==> src/rtl/fc_input_layer.sv <==
// Deserializer: pops LAYER_HEIGHT words from a show-ahead FIFO and presents them
// as one registered parallel vector on a valid/yumi handshake.
module fc_input_layer #(
  parameter int unsigned WORD_SIZE    = 16,
  parameter int unsigned LAYER_HEIGHT = 8
) (
  input  logic                                   clk_i,
  input  logic                                   reset_i,
  input  logic [WORD_SIZE-1:0]                   data_i,
  input  logic                                   empty_i,
  output logic                                   ren_o,
  output logic [LAYER_HEIGHT-1:0][WORD_SIZE-1:0] data_o,
  output logic                                   valid_o,
  input  logic                                   yumi_i
);

  localparam int unsigned CntW = $clog2(LAYER_HEIGHT);
  localparam logic [CntW-1:0] CntLast = CntW'(LAYER_HEIGHT - 1);

  typedef enum logic {StCollect, StFull} state_e;

  state_e                                state_q, state_d;
  logic [CntW-1:0]                       count_q, count_d;
  logic [LAYER_HEIGHT-1:0][WORD_SIZE-1:0] data_q, data_d;
  logic                                  pop;

  always_comb begin
    state_d = state_q;
    count_d = count_q;
    data_d  = data_q;
    pop     = 1'b0;
    unique case (state_q)
      StCollect: begin
        pop = ~empty_i;
        if (pop) begin
          data_d[count_q] = data_i;
          // Explicit wrap so non-power-of-two heights never run past the last element.
          if (count_q == CntLast) begin
            count_d = '0;
            state_d = StFull;
          end else begin
            count_d = count_q + CntW'(1);
          end
        end
      end
      StFull: begin
        if (yumi_i) begin
          // Overlap the consumer's take with the first pop of the next vector.
          pop     = ~empty_i;
          state_d = StCollect;
          if (pop) begin
            data_d[0] = data_i;
            count_d   = CntW'(1);
          end else begin
            count_d = '0;
          end
        end
      end
      default: state_d = StCollect;
    endcase
  end

  assign ren_o   = pop & ~reset_i;
  assign valid_o = (state_q == StFull);
  assign data_o  = data_q;

  always_ff @(posedge clk_i or posedge reset_i) begin
    if (reset_i) begin
      state_q <= StCollect;
      count_q <= '0;
      data_q  <= '0;
    end else begin
      state_q <= state_d;
      count_q <= count_d;
      data_q  <= data_d;
    end
  end

endmodule

==> config.mk <==
export PLATFORM = sky130hd
export DESIGN_NAME = fc_input_layer
export DESIGN_NICKNAME = d
export VERILOG_FILES = /design/src/rtl/fc_input_layer.sv
export SDC_FILE = /design/constraint.sdc
export NUM_CORES = 1
export LEC_CHECK = 0
export CAP_MARGIN = 20
export CORE_MARGIN = 2
export CORE_UTILIZATION = 47
export DETAILED_ROUTE_END_ITERATION = 6
export GPL_TIMING_DRIVEN = 0
export PLACE_DENSITY = 0.8
export SLEW_MARGIN = 5
export SYNTH_ARGS = -nofsm -noshare
export SYNTH_HDL_FRONTEND = slang
export SYNTH_SLANG_ARGS = --single-unit
==> constraint.sdc <==
create_clock -name clk_i -period 4.4 [get_ports clk_i]
set_input_delay 0.44 -clock clk_i [delete_from_list [all_inputs] [get_ports clk_i]]
set_output_delay 0.44 -clock clk_i [all_outputs]
set_load 0.01 [all_outputs]
==> impl_metrics.env <==
export IMPL_outcome="finished clean"
export IMPL_post_cts_hold_buffer_count=0
export IMPL_cts_tree="built"
export IMPL_cts_buffers=17
export IMPL_ys_flop_type="dfrtp_1"
export IMPL_synth_simple_gate_area_share_pct=2.19
export IMPL_rr_worst_depth=5
export IMPL_grt_pass1_wl_um=19600
export IMPL_synth_xor_area_share_pct=0
export IMPL_worstSetupEndpointType="output pin"
export IMPL_rows=37
export IMPL_cp_startpoint="valid_o"
export IMPL_postSynthAreaPerCell_um2=16.7
export IMPL_cts_htree_levels=4
export IMPL_synth_cell_types=25
export IMPL_required_ns=3.96
export IMPL_clkSinkCount=132
export IMPL_p_leak_uw=0.00319
export IMPL_final_common_cell="clkdlybuf4s50_1"
export IMPL_hold_viol=0
export IMPL_routed_wl_um=12500
export IMPL_synthTopCellsByArea="dfrtp_1, mux2_2, mux2_4"
export IMPL_grt_use_total_pct=23.0
export IMPL_cp_start_kind="flip-flop"
export IMPL_gp_congestion=0.830
export IMPL_grt_pass1_vias=3456
export IMPL_antenna_found_initial=0
export IMPL_clk_pin_slew_ns=0.06
export IMPL_cts_setup_buffers=0
export IMPL_fmax_mhz=399
export IMPL_drtIter0Drc=105
export IMPL_fp_dieArea_um2=11700
export IMPL_routedWlPerCell_um=20.1
export IMPL_synthToLayoutAreaGrowth_pct=45.0
export IMPL_ys_ff_latch=132
export IMPL_synth_area_mux_share_pct=29.5
export IMPL_clock_skew_ns=0.00715
export IMPL_synth_net_count=327
export IMPL_die_x_um=108
export IMPL_ios=150
export IMPL_criticalPathCategory="flip-flop to output pin"
export IMPL_netlist_area_um2=5080
export IMPL_critPathBufInv=2
export IMPL_cts_resized_gates=0
export IMPL_power_total_uw=6230
export IMPL_first_pass_iters=4
export IMPL_r2r_slack_ns=2.36
export IMPL_period_minus_slack_ns=2.51
export IMPL_grt_overflow_total=0
export IMPL_synth_compound_area_share_pct=1.01
export IMPL_slowest_stage="clkdlybuf4s50_1"
export IMPL_drive_gt1_share_pct=36.4
export IMPL_final_util_pct=70.8
export IMPL_num_fill_cells=722
export IMPL_start_util_pct=48.8
export IMPL_synth_adder_area_share_pct=0.492
export IMPL_antenna_left=0
export IMPL_clock_latency_ns=0.51
export IMPL_post_dp_hpwl_um=8330
export IMPL_max_stage_delay_ns=0.58
export IMPL_crit_path_end="ren_o"
export IMPL_portBuffers=148
export IMPL_maxSlewViolCount=0
export IMPL_fin_nets=495
export IMPL_path_depth=4
export IMPL_vias=3221
export IMPL_synth_top_cell_by_area="dfrtp_1"
export IMPL_final_setup_viol_count=0
export IMPL_layout_common_cells="clkdlybuf4s50_1, dfrtp_1, mux2_2"
export IMPL_synth_top_area_share_pct=65.0
export IMPL_r2r_start="count_q[0]"
export IMPL_ys_warn_count=0
export IMPL_hp_class="primary input to asynchronous set/reset pin"
export IMPL_path_max_fanout=10
export IMPL_drv_cap=0
export IMPL_r2r_end="data_o[11]"
export IMPL_tightestPinTransition_ns=0.433
export IMPL_cts_root_buffer="clkbuf_8"
export IMPL_seq_area_frac_synth_pct=65.0
export IMPL_vdd_drop_max_mv=0.498
export IMPL_critPathTopFamily="buffers and inverters"
export IMPL_maxSlewHeadroom_pct=71.0
export IMPL_synth_edf_count=0
export IMPL_synth_top_family_by_area="multiplexers"
export IMPL_drcViolationCount=0
export IMPL_synthCells=305
export IMPL_n_antenna_cell=0
export IMPL_fin_crit_sh_pct=57.0
export IMPL_path_cells="buf_2 -> nor2b_1 -> nor3_1 -> clkdlybuf4s50_1"
export IMPL_core_area_um2=10400
export IMPL_grt_max_degree=92
export IMPL_async_flop_share_pct=100
export IMPL_clockBufferDepth=2
export IMPL_die_height_um=108
export IMPL_worstPathArrival_ns=2.07
export IMPL_routed_via_density=5.18
export IMPL_rsz0062_at_grt="false"
export IMPL_power_density_nw_per_um2=845
==> cell type report <==
class                           instances  area [µm²]  share of cell area, %
Buffer                                 13        88.8                   1.21
Clock buffer                           17         414                   5.62
Clock inverter                         15         189                   2.56
Inverter                                1        8.76                  0.119
Multi-Input combinational cell        159        1690                   22.9
Sequential cell                       132        3300                   44.8
Tap cell                              136         170                   2.31
Timing Repair Buffer                  149        1510                   20.5
==> per-stage QoR <==
step	worst slack [ns]	instances	instance area, µm²	hold slack, ns	setup TNS (ns)
3_3_place_gp	-1.24	589	6730	0.488	-163.07
6_report	1.89	622	7370	0.349	0
5_1_grt	1.77	622	7370	0.370	0
3_5_place_dp	2.11	590	6770	0.492	0
4_1_cts	1.88	622	7370	0.340	0
2_1_floorplan	0.434	305	5080	0.532	0
==> power by group <==
| group | switching [µW] | total [µW] | internal, µW |
|---|---|---|---|
| clock network | 513 | 1430 | 913 |
| logic | 992 | 2640 | 1640 |
| registers | 339 | 2170 | 1830 |
| total | 1840 | 6230 | 4390 |
==> cells in the mapped netlist (all sizes together) (2+ instances only) <==
cell type / instances
a21oi: 2
mux2: 128
dfrtp: 132
nor2: 3
nand3: 2
buf: 13
nand2: 6
nor2b: 2
mux2i: 2
nor3: 2
ha: 2
o21ai: 3
==> worst min-delay path by stage <==
stage / startpoint / to / slack (ns) / cells after the start
3_3_place_gp: data_o[101] / data_o[101] / 0.49 / 1
2_1_floorplan: count_q[2] / count_q[2] / 0.53 / 2
6_report: reset_i / data_o[1] / 0.35 / 2
5_1_grt: reset_i / data_o[2] / 0.37 / 2
4_1_cts: reset_i / data_o[2] / 0.34 / 2
3_5_place_dp: data_o[64] / data_o[64] / 0.49 / 1
==> sequential cells by signal, indices dropped and copies added (netlist names) <==
name,cells
count_q,3
data_o,128
valid_o,1
==> logic make-up (layout without fill, tap and decap cells) <==
logic type / after synthesis / in the layout
compound gates: 7 / 7
fa+ha+maj: 2 / 2
buf+inv: 14 / 195
flops: 132 / 132
mux: 130 / 130
simple gates: 20 / 20
==> per-layer routing <==
layer | vias to the layer above | track usage, % | routed length, µm
li1 | 1430 | - | -
met1 | 1684 | 28.1 | 5000
met2 | 95 | 38.5 | 6610
met3 | 12 | 7.90 | 713
met4 | 0 | 7.60 | 148
met5 | - | 0 | 0
Power figures use the tool's default switching activity.
